--- src/rtl/sub_cmd_initiator_pkg.sv ---
// Shared definitions for the cmd/rsp initiator: op codes, FSM states and command-word helper.
package sub_cmd_initiator_pkg;

  localparam logic [1:0] OP_ADD  = 2'd0;
  localparam logic [1:0] OP_SUB  = 2'd1;
  localparam logic [1:0] OP_AND  = 2'd2;
  localparam logic [1:0] OP_PASS = 2'd3;

  typedef enum logic [1:0] {
    IDLE     = 2'd0,
    SEND     = 2'd1,
    WAIT_RSP = 2'd2,
    DONE     = 2'd3
  } state_t;

  // Evaluated at 32 bits; the caller truncates, which yields modulo-2^WIDTH wrap.
  function automatic logic [31:0] cmd_word(input logic [1:0] op,
                                           input logic [31:0] a,
                                           input logic [31:0] b);
    logic [31:0] res;
    case (op)
      OP_ADD:  res = a + b;
      OP_SUB:  res = a - b;
      OP_AND:  res = a & b;
      default: res = a;
    endcase
    return res;
  endfunction

endpackage

--- src/rtl/sub_cmd_timer.sv ---
// Clearable wait counter with terminal-count flag at TIMEOUT-1.
module sub_cmd_timer #(
  parameter int unsigned TIMEOUT = 15,
  parameter int unsigned CW      = 4
) (
  input  logic clk,
  input  logic reset,
  input  logic i_clr,
  input  logic i_en,
  output logic o_tc_c
);

  logic [CW-1:0] r_cnt;

  assign o_tc_c = (r_cnt == CW'(TIMEOUT - 1));

  // Holds at terminal count so an enabled counter can never wrap.
  always_ff @(posedge clk or posedge reset) begin
    if (reset) begin
      r_cnt <= '0;
    end else if (i_clr) begin
      r_cnt <= '0;
    end else if (i_en && !o_tc_c) begin
      r_cnt <= r_cnt + CW'(1);
    end
  end

endmodule

--- src/rtl/sub_cmd_initiator.sv ---
// Initiator for the doubling responder: builds a command from operands, issues it,
// waits for the response with timeout, and returns result/timeout/self-check flags.
module sub_cmd_initiator
  import sub_cmd_initiator_pkg::*;
#(
  parameter int unsigned WIDTH   = 4,
  parameter int unsigned TIMEOUT = 15,
  parameter int unsigned CNT_W   = 8
) (
  input  logic             clk,
  input  logic             reset,
  input  logic             req_valid,
  output logic             req_ready,
  input  logic [WIDTH-1:0] req_a,
  input  logic [WIDTH-1:0] req_b,
  input  logic [1:0]       req_op,
  output logic             cmd_valid,
  input  logic             cmd_ready,
  output logic [WIDTH-1:0] cmd_payload,
  input  logic             rsp_valid,
  input  logic [WIDTH-1:0] rsp_payload,
  output logic             out_valid,
  input  logic             out_ready,
  output logic [WIDTH-1:0] out_data,
  output logic             out_timeout,
  output logic             out_mismatch,
  output logic             busy,
  output logic [CNT_W-1:0] done_cnt
);

  localparam int unsigned TMR_W = (TIMEOUT > 1) ? $clog2(TIMEOUT) : 1;

  state_t           r_state;
  logic             r_cmd_valid;
  logic [WIDTH-1:0] r_cmd_payload;
  logic             r_out_valid;
  logic [WIDTH-1:0] r_out_data;
  logic             r_out_timeout;
  logic             r_out_mismatch;
  logic [CNT_W-1:0] r_done_cnt;

  logic             w_req_hs;
  logic             w_cmd_hs;
  logic             w_out_hs;
  logic             w_tmr_tc;
  logic [WIDTH-1:0] w_cmd_word;
  logic [WIDTH-1:0] w_rsp_expect;

  assign req_ready    = (r_state == IDLE);
  assign busy         = (r_state != IDLE);
  assign cmd_valid    = r_cmd_valid;
  assign cmd_payload  = r_cmd_payload;
  assign out_valid    = r_out_valid;
  assign out_data     = r_out_data;
  assign out_timeout  = r_out_timeout;
  assign out_mismatch = r_out_mismatch;
  assign done_cnt     = r_done_cnt;

  assign w_req_hs     = req_valid && (r_state == IDLE);
  assign w_cmd_hs     = r_cmd_valid && cmd_ready;
  assign w_out_hs     = r_out_valid && out_ready;
  assign w_cmd_word   = WIDTH'(cmd_word(req_op, 32'(req_a), 32'(req_b)));
  assign w_rsp_expect = WIDTH'(r_cmd_payload + r_cmd_payload);

  sub_cmd_timer #(
    .TIMEOUT (TIMEOUT),
    .CW      (TMR_W)
  ) u_timer (
    .clk    (clk),
    .reset  (reset),
    .i_clr  (w_cmd_hs),
    .i_en   (r_state == WAIT_RSP),
    .o_tc_c (w_tmr_tc)
  );

  // Transaction FSM with registered command and result outputs.
  always_ff @(posedge clk or posedge reset) begin
    if (reset) begin
      r_state        <= IDLE;
      r_cmd_valid    <= 1'b0;
      r_cmd_payload  <= '0;
      r_out_valid    <= 1'b0;
      r_out_data     <= '0;
      r_out_timeout  <= 1'b0;
      r_out_mismatch <= 1'b0;
      r_done_cnt     <= '0;
    end else begin
      case (r_state)
        IDLE: begin
          if (w_req_hs) begin
            r_cmd_payload <= w_cmd_word;
            r_cmd_valid   <= 1'b1;
            r_state       <= SEND;
          end
        end
        SEND: begin
          if (w_cmd_hs) begin
            r_cmd_valid <= 1'b0;
            r_state     <= WAIT_RSP;
          end
        end
        WAIT_RSP: begin
          // A response in the terminal-count cycle takes priority over the timeout.
          if (rsp_valid) begin
            r_out_data     <= rsp_payload;
            r_out_timeout  <= 1'b0;
            r_out_mismatch <= (rsp_payload != w_rsp_expect);
            r_out_valid    <= 1'b1;
            r_state        <= DONE;
          end else if (w_tmr_tc) begin
            r_out_data     <= '0;
            r_out_timeout  <= 1'b1;
            r_out_mismatch <= 1'b0;
            r_out_valid    <= 1'b1;
            r_state        <= DONE;
          end
        end
        DONE: begin
          if (w_out_hs) begin
            r_out_valid <= 1'b0;
            r_done_cnt  <= r_done_cnt + CNT_W'(1);
            r_state     <= IDLE;
          end
        end
        default: r_state <= IDLE;
      endcase
    end
  end

endmodule

--- config.mk ---
export PLATFORM = sky130hd
export DESIGN_NAME = sub_cmd_initiator
export DESIGN_NICKNAME = d
export VERILOG_FILES = /design/src/rtl/sub_cmd_initiator_pkg.sv /design/src/rtl/sub_cmd_timer.sv /design/src/rtl/sub_cmd_initiator.sv
export SDC_FILE = /design/constraint.sdc
export NUM_CORES = 1
export LEC_CHECK = 0
export CAP_MARGIN = 20
export CORE_MARGIN = 1.5
export CORE_UTILIZATION = 56
export DETAILED_ROUTE_END_ITERATION = 6
export DONT_BUFFER_PORTS = 1
export PLACE_DENSITY = 0.71
export SLEW_MARGIN = 40
export SYNTH_ARGS = -nofsm -noshare
export SYNTH_HDL_FRONTEND = slang
export SYNTH_SLANG_ARGS = --single-unit
--- constraint.sdc ---
create_clock -name clk -period 1.6 [get_ports clk]
set_input_delay 0.32 -clock clk [delete_from_list [all_inputs] [get_ports clk]]
set_output_delay 0.32 -clock clk [all_outputs]
set_load 0.01 [all_outputs]
---- Word-level counts from Yosys, hierarchy flattened ----
Cells that the tools add are included.
operators by class
  add/sub/neg operators ................... 5
  equal/unequal tests ..................... 11
  multiplexer cells ....................... 21
  bitwise gates (word level) .............. 1
  reduce and logical (&&, ||, !) cells .... 18
operator list
  operator             count
  $mux 4               4
  $pmux 4 s3           1
  $mux 2               5
  $reduce_bool 2->1    5
  $add 4x4->4          2
  $add 8x1->8 const B  1
  $mux 1               8
  $pmux 2 s4           1
  $eq 2x2->1 const B   3
  $reduce_and 2->1     3
  $reduce_and 3->1     2
  $add 4x1->4 const B  1
  $and 4x4->4          1
  $eq 2x1->1 const B   2
  $eq 4x4->1 const B   1
  $logic_and 1x1->1    4
  $logic_not 2->1      2
  $ne 2x1->1 const B   2
  $ne 4x4->1           1
  $pmux 1 s2           2
  $reduce_and 4->1     1
  $sub 4x4->4          1
  $ne 3x3->1 const B   1
  $ne 2x2->1 const B   1
  $logic_not 1->1      1
storage, ports and cells
  bits in registers ....................... 26
  input bits .............................. 20
  output and inout port bits .............. 22
  logic and storage cells ................. 65

---- Longest topological paths before layout ----
Gate-level depths: netlist (run 1).
  depth after elaboration ................. 5
  depth in mapped cells ................... 10
  depth with buffers taken out ............ 10

---- By module ----
A second synthesis (run 1) with hierarchy kept.
unflattened totals
  cells, all modules ...................... 149
  area, all modules ....................... 1505.2 um^2
modules (own cells, without submodules)
  module             times used  cells an instance  area each (um^2)  sequential area each (um^2)
  sub_cmd_initiator  1           126                1290.0            550.5
  sub_cmd_timer      1           23                 215.2             100.1

---- Worst setup path before layout (run 1) ----
Ideal clock, no wire load.
  kind .................................... input to register
  start ................................... input req_op[1]
  end ..................................... register r_cmd_payload[3], in the netlist cmd_payload[3]
  library setup time ...................... 120 ps
  arrival time ............................ 2138 ps
  required time ........................... 1480 ps
  setup slack ............................. -658 ps
  cell stages on the path ................. 9
  buffers on the path ..................... 1
  cells stage by stage .................... buf_2 or2b_1 o21ai_0 inv_1 ha_1 nor2b_1 o21a_1 or3b_1 o211a_1
on the way
  cells in the longest elaborated chain, start to end .. 2
  elaborated cells on any way between the ends .. 4
  classes of those cells .................. eq/ne: 2; mux: 1; reduce/logical: 1
RTL lines
  what                                line                         text
  from (decl)                         sub_cmd_initiator.sv:16      input logic [1:0] req_op,
  $eq 2x2->1 (tied with other cells)  sub_cmd_initiator_pkg.sv:21  case (op)
  $pmux 4 s3 *                        sub_cmd_initiator_pkg.sv:21
  to (signal assigned)                sub_cmd_initiator.sv:91      r_cmd_payload <= w_cmd_word;
  to (decl)                           sub_cmd_initiator.sv:35      logic [WIDTH-1:0] r_cmd_payload;
Every way passes the cells marked *; elsewhere a longest branch is shown, timed or not.
A chain may end at the register's enable or synchronous reset.

---- Final worst setup path (run 1) ----
  start ................................... input req_b[1]
  end ..................................... register r_cmd_payload[3], in the netlist cmd_payload[3]
on the way
  cells in the longest elaborated chain, start to end .. 2
  elaborated cells on any way between the ends .. 3
  classes of those cells .................. add/sub: 2; mux: 1
RTL lines
  what                                        line                                                      text
  from (decl)                                 sub_cmd_initiator.sv:15                                   input logic [WIDTH-1:0] req_b,
  $sub 4x4->4 or $add 4x4->4 (tied branches)  sub_cmd_initiator_pkg.sv:23, sub_cmd_initiator_pkg.sv:22
  $pmux 4 s3 *                                sub_cmd_initiator_pkg.sv:21
Marked as above.

==> run summary, run 1 <==
Router iterations before antenna repair: 4
Final hold vios: 0
Period minus WS final: 1.65 ns
Unrepaired setup endpoints after global routing: yes
Clk Latency, worst-skew pair: 0.32 ns
Vias: 1,179
Post-placement cell count: 187
Starting Density: 59.8%
Non-filler cells, final: 193
Syn nets: 176
Layout area overhead: 18.7%
Synth warn: 0
Post-Syn Instances: 143
Final GP Congestion: 0.743
Slew Limit Fails: 0
Total track usage: 22.5%
Mapped Area: 1500 um^2
Nets: 197
CTS tree: built
DRC viols: 0
Detail Route Antenna Nets: 0
Share of layout cells above drive strength 1: 26.4%
Max frequency: 0.607 GHz
Peak fanout along the critical path: 3
Initial antenna violation count: 0
EDFF count, synth: 0
Status: finished, violations left
Final TNS setup: -0.0485 ns
# IOs: 42
Max-cap violations: 0
Largest net degree at the start of global routing: 18
Synth unique cells: 36
Setup CP Type: in -> reg
Ant diodes: 0
Worst Setup End Kind: flop
Post-route clock period utilization: 103%
Cell Rows: 18
Violated checks: negative setup slack
Vias per cell: 6.11
Power Dens Cells: 1620 nW/um^2
Rel. slew slack: 75.3%
Clock Tree Root: clkbuf_4
Total routed wirelength: 3160 um
Post-layout worst setup margin: -0.0485 ns
Cts bufs inserted: 3
Worst Hold Class: in -> reg
Core Area: 2500 um^2
Clock Sinks: 26
Register bit total from synthesis: 26
DRT iter0 DRCs: 16
Number of global-route vias before repair: 1,137
CTS H-Tree Depth: 1
Global-route wire length before repair: 4770 um
Dpl hpwl: 2480 um
Sequential share of the synthesized area: 43.5%
Critical Path AT: 1.88 ns
Buffers on Ports: 0
Die H: 54.7 um
Die area: 2990 um^2
Average size of a mapped cell: 10.5 um^2
CP Data Required Time: 1.84 ns
Worst slew pin tran: 0.370 ns
Global route overflow: 0
VDD IR-drop max: 0.000967 V
Worst-path clk slew: 0.15 ns
Mean routed wirelength per cell: 16.3 um
Clock Tree Buf Depth: 2
Synth Flop Type: dfrtp_1
Die X-Extent: 54.7 um
Fill count: 193
Async set-reset flop share out of synthesis: 100%
Crit path launch type: input port
Lkg Pwr: 0.855 nW
Setup Skew: 0.00514 ns
Final setup viols: 1
[through the flow]
stage,hold slack [ns],power [mW],setup slack (ns),util (%),area [um^2]
after floorplan,0.360,1.88,-0.486,-,1520
after global placement,0.186,2.22,-0.395,66.3,1660
after detailed placement,0.202,2.30,-0.433,66.3,1660
after CTS,0.0444,2.80,-0.0582,69.5,1740
after global routing,0.0248,3.06,-0.117,71.0,1770
final,0.0490,2.87,-0.0485,71.0,1770
[final cells by class]
class / count / area, um^2 / area share, %
clock buffer: 3 / 22.5 / 1.27
clock inverter: 1 / 30.0 / 1.69
sequential: 26 / 651 / 36.7
tap: 30 / 37.5 / 2.12
multi-input combinational: 104 / 841 / 47.4
inverter: 10 / 40.0 / 2.26
timing repair buffer: 19 / 153 / 8.60
[state kept, by name, indices dropped and copies added, names as in the netlist]
| name | flops |
|---|---|
| done_cnt | 8 |
| cmd_payload | 4 |
| out_data | 4 |
| u_timer.r_cnt | 4 |
| r_state | 2 |
| cmd_valid | 1 |
| out_mismatch | 1 |
| out_timeout | 1 |
| out_valid | 1 |
[where the power goes]
| part | internal [mW] | switching, mW |
|---|---|---|
| logic | 0.659 | 0.569 |
| registers | 0.887 | 0.293 |
| clock network | 0.253 | 0.204 |
| total | 1.80 | 1.07 |
[worst max-delay path: stages]
cell and delay (ns):
inv_2 0.02, ha_1 0.26, nand2_1 0.06, o21ai_2 0.06, inv_1 0.06, ha_1 0.26
nor2b_1 0.12, o21a_1 0.18, or3b_1 0.34, o211a_1 0.20
[per-layer routing]
metal / global-route usage, % / up-vias / wire [um]
li1: - / 545 / -
met1: 25.6 / 596 / 1310
met2: 40.9 / 34 / 1650
met3: 3.28 / 4 / 152
met5: 0 / - / 0
met4: 10.4 / 0 / 38
[placed cells by master, fill, tap and decap left out, types with 2 or more instances in the layout]
cell type	synthesis	routed
a21oi_1	7	7
o211a_1	2	2
a22o_1	4	4
mux2i_1	2	2
clkbuf_4	0	3
ha_1	12	8
o211ai_1	2	2
buf_6	0	2
dfrtp_1	26	26
nand3_1	6	6
nand2_1	11	11
ha_2	0	3
inv_2	0	4
and3_1	5	4
buf_4	0	16
mux2_2	5	4
o21a_1	2	2
nor2_1	4	4
nand4_1	2	2
xor2_1	10	10
xnor2_1	6	6
and2_1	2	2
o21ai_0	7	5
inv_1	10	5
[synth_stat cells (all sizes together), types with 2 or more instances]
master | instances | share of area [%]
a21oi | 7 | 2.3
a22o | 4 | 2.3
and2 | 2 | 0.84
and3 | 5 | 2.1
clkbuf | 2 | 0.50
dfrtp | 26 | 44
ha | 12 | 10
inv | 10 | 2.5
mux2 | 5 | 3.8
mux2i | 2 | 1.3
nand2 | 11 | 2.8
nand3 | 6 | 2.0
nand4 | 2 | 0.84
nor2 | 4 | 1.0
o211a | 2 | 1.3
o211ai | 2 | 1.0
o21a | 2 | 1.0
o21ai | 7 | 2.3
or2 | 2 | 0.84
xnor2 | 6 | 3.5
xor2 | 10 | 5.9
[what timing repair did]
action                                 CTS  global route
hold buffers                             1             0
endpoints found under the hold margin    9             0
resized for setup                        7            10
pin swaps                                1             4
buffers inserted                         0             1
setup endpoints to repair                2             5
cloned                                   0             0
[worst paths after layout]
| kind | startpoint | slack (ns) | depth (start not counted) | end |
|---|---|---|---|---|
| worst max register to register | r_state[0] | 0.02 | 6 | cmd_payload[3] |
| worst min register to register | done_cnt[5] | 0.57 | 1 | done_cnt[5] |
| max in group asynchronous | reset | 0.65 | 3 | out_data[2] |
| min in group asynchronous | reset | 0.39 | 2 | done_cnt[7] |
| worst max-delay path | req_b[1] | -0.05 | 10 | cmd_payload[3] |
| worst min-delay path | cmd_ready | 0.05 | 1 | u_timer.r_cnt[0] |
[cells by family after synthesis]
group	count (synthesis)	synth area share (%)
adders and majority gates	13	11.4
muxes	7	5.10
xor gates and xnor gates	16	9.37
DFF	26	43.5
and+or+nand+nor	39	13.8
buffers and inverters	13	3.35
AOI/OAI and AO/OA	29	13.5
No activity file was read; power rests on OpenSTA's default activity.
==> run 2, diff against run 1 <==
--- a/config.mk
+++ b/config.mk
@@ -5,12 +5,12 @@
 export SDC_FILE = /design/constraint.sdc
 export NUM_CORES = 1
 export LEC_CHECK = 0
-export CAP_MARGIN = 20
+export CAP_MARGIN = 40
 export CORE_MARGIN = 1.5
-export CORE_UTILIZATION = 56
+export CORE_UTILIZATION = 50
 export DETAILED_ROUTE_END_ITERATION = 6
 export DONT_BUFFER_PORTS = 1
-export PLACE_DENSITY = 0.71
+export PLACE_DENSITY = 0.65
 export SLEW_MARGIN = 40
 export SYNTH_ARGS = -nofsm -noshare
 export SYNTH_HDL_FRONTEND = slang
==> run summary, run 2 (synthesis gave the netlist of run 1 again) <==
Total routed wirelength: 3200 um (+1.3%)
Period minus WS final: 1.70 ns (+0.0469 ns)
Worst r2r path cells: 6 (unchanged)
Slowest stage cell, crit path: or3b_1
Global-route wire length before repair: 5310 um (+11%)
Starting Density: 53.3% (-6.5 points)
Peak fanout along the critical path: 3 (unchanged)
Mean routed wirelength per cell: 16.4 um (+0.29%)
Detail Route Antenna Nets: 0 (unchanged)
Final setup viols: 1 (unchanged)
Worst Setup End Kind: flop
Total track usage: 20.2% (-2.3 points)
Die area: 3330 um^2 (+11%)
CP bufs+invs: 2 (unchanged)
Status: finished, violations left
Multi-input logic area: 876 um^2 (+4.2%)
Lkg Pwr: 0.865 nW (+1.2%)
Die H: 57.7 um (+5.5%)
Rel. slew slack: 78.5% (+3.2 points)
Hold Path End: u_timer.r_cnt[0]
Layout area overhead: 21.6%
Unrepaired setup endpoints after global routing: yes
Post-layout worst setup margin: -0.0953 ns (-0.0469 ns)
CP Data Required Time: 1.83 ns (about the same)
Cell Rows: 19 (+1)
Violated checks: design-rule violations, negative setup slack
Power Dens Cells: 1620 nW/um^2 (+0.24%)
Vias: 1,147 (-2.7%)
Largest delay contributor family on the critical path: simple AND/OR/NAND/NOR gates
Global route overflow: 0 (unchanged)
Core Area: 2810 um^2 (+12%)
Setup CP Type: in -> reg
Reg2reg start: r_state[0]
Vias per cell: 5.88 (-3.7%)
VDD IR-drop max: 0.000607 V (-37%)
Worst-path clk slew: 0.14 ns (about the same)
Max-cap violations: 0 (unchanged)
Setup Skew: 0.00295 ns (-0.00219 ns)
Cts bufs inserted: 3 (unchanged)
Largest net degree at the start of global routing: 19 (+1)
Clock Tree Root: clkbuf_4
# IOs: 42 (unchanged)
Worst Hold Class: in -> reg
Crit-path cells: inv_2, ha_4, nand2_1, o21ai_2, inv_1, ha_1, nor2b_1, o21a_1, or3b_1, o211a_1
Die X-Extent: 57.7 um (+5.5%)
Final hold vios: 0 (unchanged)
Hold Startpoint: cmd_ready
Largest register FFs: 8 (unchanged)
Ant diodes: 0 (unchanged)
Critical Path AT: 1.92 ns (+0.04 ns)
Number of global-route vias before repair: 1,225 (+7.7%)
Router iterations before antenna repair: 7 (+3)
Max stage delay on crit path: 0.35 ns (about the same)
Post-route clock period utilization: 106% (+2.9 points)
Slew Limit Fails: 0 (unchanged)
Power consumption: 2.94 mW (+2.7%)
Most common cell after layout, fill and taps aside: dfrtp_1
Final TNS setup: -0.0953 ns (-0.0469 ns)
CTS H-Tree Depth: 1 (unchanged)
Share of layout cells above drive strength 1: 28.0% (+1.7 points)
Crit path launch type: input port
Worst r2r dst: cmd_payload[3]
Clock Sinks: 26 (unchanged)
DRT iter0 DRCs: 54 (+38)
Clk Latency, worst-skew pair: 0.32 ns (about the same)
Critical path depth: 10 (unchanged)
Initial antenna violation count: 0 (unchanged)
Buffers on Ports: 0 (unchanged)
Most frequent cells in the layout: 26 x dfrtp_1, 17 x buf_4, 11 x nand2_1, 10 x xor2_1
Clock Tree Buf Depth: 2 (unchanged)
Fill count: 240 (+24%)
Nets: 198 (+0.51%)
CTS tree: built
Dpl hpwl: 2400 um (-3.3%)
Final GP Congestion: 0.806 (+8.4%)
R2r setup slk: 0 ns (-0.02 ns)
Hold depth: 1 (unchanged)
Max frequency: 0.590 GHz (-2.8%)
Total area of sequential cells: 651 um^2 (unchanged)
Worst slew pin tran: 0.323 ns (-0.0475 ns)
Worst setup path startpoint: req_b[1]
DRC viols: 8 (+8)
[run 2: changes by cell type in the layout (fill, tap and decap cells not counted), sizes merged]
cell  delta
buf      +1
[run 2: metrics by stage]
stage	setup WS [ns]	utilization [%]	cells	hold slack [ns]	area, um^2
floorplan	-0.486	-	143	0.360	1520
global placement	-0.398	59.1	188	0.175	1660
detailed placement	-0.472	59.1	188	0.185	1660
CTS	-0.0850	62.7	194	0.0535	1760
global route	-0.154	64.8	195	0.0506	1820
finish	-0.0953	64.8	195	0.0593	1820
[run 2: area by class of cell]
type | instances | area share, %
Timing Repair Buffer | 20 | 8.81
Sequential cell | 26 | 35.8
Clock buffer | 3 | 1.24
Tap cell | 31 | 2.13
Inverter | 10 | 2.20
Multi-Input combinational cell | 104 | 48.2
Clock inverter | 1 | 1.65
[run 2: worst max path at each step]
stage	to	slack, ns
3_3_place_gp	cmd_payload[3]	-0.40
6_report	cmd_payload[3]	-0.1
2_1_floorplan	cmd_payload[3]	-0.49
5_1_grt	cmd_payload[3]	-0.15
3_5_place_dp	cmd_payload[3]	-0.47
4_1_cts	cmd_payload[3]	-0.08
[run 2: what timing repair did]
action,4_1_cts,5_1_grt
setup endpoints to repair,2,7
hold buffers,1,0
buffers inserted,1,1
resized for setup,8,14
pin swaps,1,3
hold endpoints to repair,8,0
[run 2: layer usage]
layer  wire length (um)  up-vias  GRT usage [%]
met2               1730       40           36.2
li1                   -      544              -
met4                  0        0           6.31
met1               1300      563           25.1
met5                  0        -              0
met3                164        0           2.90
[run 2: report_power, final]
part	switching, mW	internal, mW
Combinational	0.608	0.708
Sequential	0.291	0.888
Clock	0.197	0.253
Total	1.10	1.85
[run 2: worst register-to-register path, delay by kind of cell (launching register included)]
kind | cells | cell delay (ns)
AND/OR/NAND/NOR | 2 | 0.45
AO/OA/AOI/OAI | 2 | 0.42
flip-flops | 1 | 0.41
adder cells (fa/ha/maj) | 1 | 0.14
buffers and inverters | 1 | 0.08
==> run 3, diff against run 2 <==
--- a/config.mk
+++ b/config.mk
@@ -6,6 +6,7 @@
 export NUM_CORES = 1
 export LEC_CHECK = 0
 export CAP_MARGIN = 40
+export CORE_ASPECT_RATIO = 0.6
 export CORE_MARGIN = 1.5
 export CORE_UTILIZATION = 50
 export DETAILED_ROUTE_END_ITERATION = 6
==> run summary, run 3 (synthesis gave the netlist of run 1 again) <==
Status: finished, violations left
Violated checks: negative setup slack
Share of layout cells above drive strength 1: 25.3% (-2.7 points)
Setup CP Type: in -> reg
Die X-Extent: 73.6 um (+28%)
Cell Rows: 15 (-4)
Final hold vios: 0 (unchanged)
Layout Utilization: 63.6% (-1.3 points)
Max-cap violations: 0 (unchanged)
Clock Tree Root: clkbuf_8
Router iterations before antenna repair: 4 (-3)
Starting Density: 52.4% (-0.89 points)
Clk Latency, worst-skew pair: 0.27 ns (-0.05 ns)
Number of global-route vias before repair: 1,054 (-14%)
Largest register FFs: 8 (unchanged)
Slowest stage cell, crit path: or3b_1
Crit-path cells: or2b_1, o21ai_2, inv_1, ha_1, nor2b_1, o21a_1, or3b_1, o211a_1
Largest delay contributor family on the critical path: simple AND/OR/NAND/NOR gates
Power Dens Cells: 1630 nW/um^2 (+0.57%)
Die H: 45.4 um (-21%)
Detail Route Antenna Nets: 0 (unchanged)
Nets: 196 (-1.0%)
CTS tree: built
Dpl hpwl: 2470 um (+2.9%)
CP Data Required Time: 1.77 ns (-0.06 ns)
Worst hold slack: 0.119 ns (+0.0595 ns)
Power consumption: 2.95 mW (+0.29%)
Die area: 3340 um^2 (+0.32%)
Slew Limit Fails: 0 (unchanged)
Worst Hold Class: in -> reg
Worst Setup End Kind: flop
DRC viols: 0 (-8)
Core Area: 2850 um^2 (+1.7%)
Final TNS setup: -0.235 ns (-0.139 ns)
Total routed wirelength: 3410 um (+6.6%)
Ant diodes: 0 (unchanged)
Critical Path AT: 1.98 ns (+0.06 ns)
CTS H-Tree Depth: 1 (unchanged)
Combinational share of power: 41.4% (-3.3 points)
Setup Skew: 0.00188 ns (-0.00107 ns)
Setup WS pre-CTS: -0.472 ns (-0.000834 ns)
Vias: 1,138 (-0.78%)
VDD IR-drop max: 0.000704 V (+16%)
Cts bufs inserted: 3 (unchanged)
Crit path launch type: input port
Clock Tree Buf Depth: 2 (unchanged)
Layout area overhead: 21.3%
Clock Sinks: 26 (unchanged)
Clock Power Share: 18.7% (+3.4 points)
Max stage delay on crit path: 0.36 ns (about the same)
Switch share: 36.6% (-0.64 points)
Final setup viols: 3 (+2)
Buffers on Ports: 0 (unchanged)
Total track usage: 20.1% (-0.091 points)
Post-route clock period utilization: 113% (+6.9 points)
Initial antenna violation count: 0 (unchanged)
Most frequent cells in the layout: 26 x dfrtp_1, 15 x buf_4, 11 x nand2_1, 10 x xor2_1, 8 x ha_1
Worst-path clk slew: 0.09 ns (-0.05 ns)
Largest net degree at the start of global routing: 27 (+8)
Period minus WS final: 1.81 ns (+0.111 ns)
Lkg Pwr: 0.864 nW (-0.14%)
CP bufs+invs: 1 (-1)
Global-route wire length before repair: 4930 um (-7.2%)
# IOs: 42 (unchanged)
Mean routed wirelength per cell: 16.7 um (+1.9%)
Int Pwr: 1.87 mW (+1.3%)
Psw: 1.08 mW (-1.4%)
Most common cell after layout, fill and taps aside: dfrtp_1
Seq pwr share: 39.9% (about the same)
Global route overflow: 0 (unchanged)
Unrepaired setup endpoints after global routing: yes
Worst slew pin tran: 0.331 ns (+0.00829 ns)
Vias per cell: 5.58 (-5.2%)
Post-layout worst setup margin: -0.206 ns (-0.111 ns)
Peak fanout along the critical path: 5 (+2)
Max frequency: 0.554 GHz (-6.1%)
DRT iter0 DRCs: 62 (+15%)
Final GP Congestion: 0.880 (+9.2%)
Rel. slew slack: 77.9% (-0.53 points)
-- run 3: final cells by class --
cell class / instances / area (um^2)
fill: 260 / 1040
multi-input combinational: 104 / 856
sequential: 26 / 651
timing repair buffer: 18 / 145
tap: 42 / 52.6
clock buffer: 3 / 41.3
inverter: 10 / 37.5
clock inverter: 1 / 30.0
-- run 3: metal layers --
metal,part of all wire [%],GRT usage (%)
met1,47,28.7
met5,0,0
met4,0.41,3.33
met3,6.4,6.70
met2,46,30.5
-- run 3: path summary, 6_finish.rpt --
path	startpoint	to	slack (ns)	depth (start not counted)
worst max-delay path	req_op[0]	cmd_payload[3]	-0.21	8
worst min-delay path	cmd_ready	u_timer.r_cnt[0]	0.12	1
worst max register to register	r_state[0]	cmd_payload[3]	0	6
max in group asynchronous	reset	out_valid	0.82	3
worst min register to register	done_cnt[7]	done_cnt[7]	0.54	1
min in group asynchronous	reset	cmd_payload[3]	0.53	3
-- run 3: worst reg2reg max path: stages, from the launching register on --
cell	delay, ns
dfrtp_1	0.40
inv_2	0.10
ha_4	0.15
nand2_1	0.10
a31oi_2	0.18
or3b_1	0.37
o211a_1	0.21
-- run 3: through the flow --
step	instances	area, um^2
after floorplan	143	1520
after global placement	196	1650
after detailed placement	196	1650
after CTS	203	1770
after global routing	204	1810
final	204	1810
-- run 3: power groups by stage --
stage                     Combinational, mW  Sequential (mW)  Clock, mW
final                                  1.22             1.18      0.552
after global routing                   1.36             1.21      0.590
after CTS                              1.11             1.17      0.556
after detailed placement               1.03             1.19          0
after global placement                0.981             1.18          0
after floorplan                       0.718             1.16          0
-- run 3: repair_timing --
item                                   4_1_cts  5_1_grt
endpoints found under the hold margin       26        0
hold buffers                                 1        0
pin swaps                                    1        3
setup endpoints to repair                    3        6
buffers inserted                             2        1
gates resized for setup                      6       11
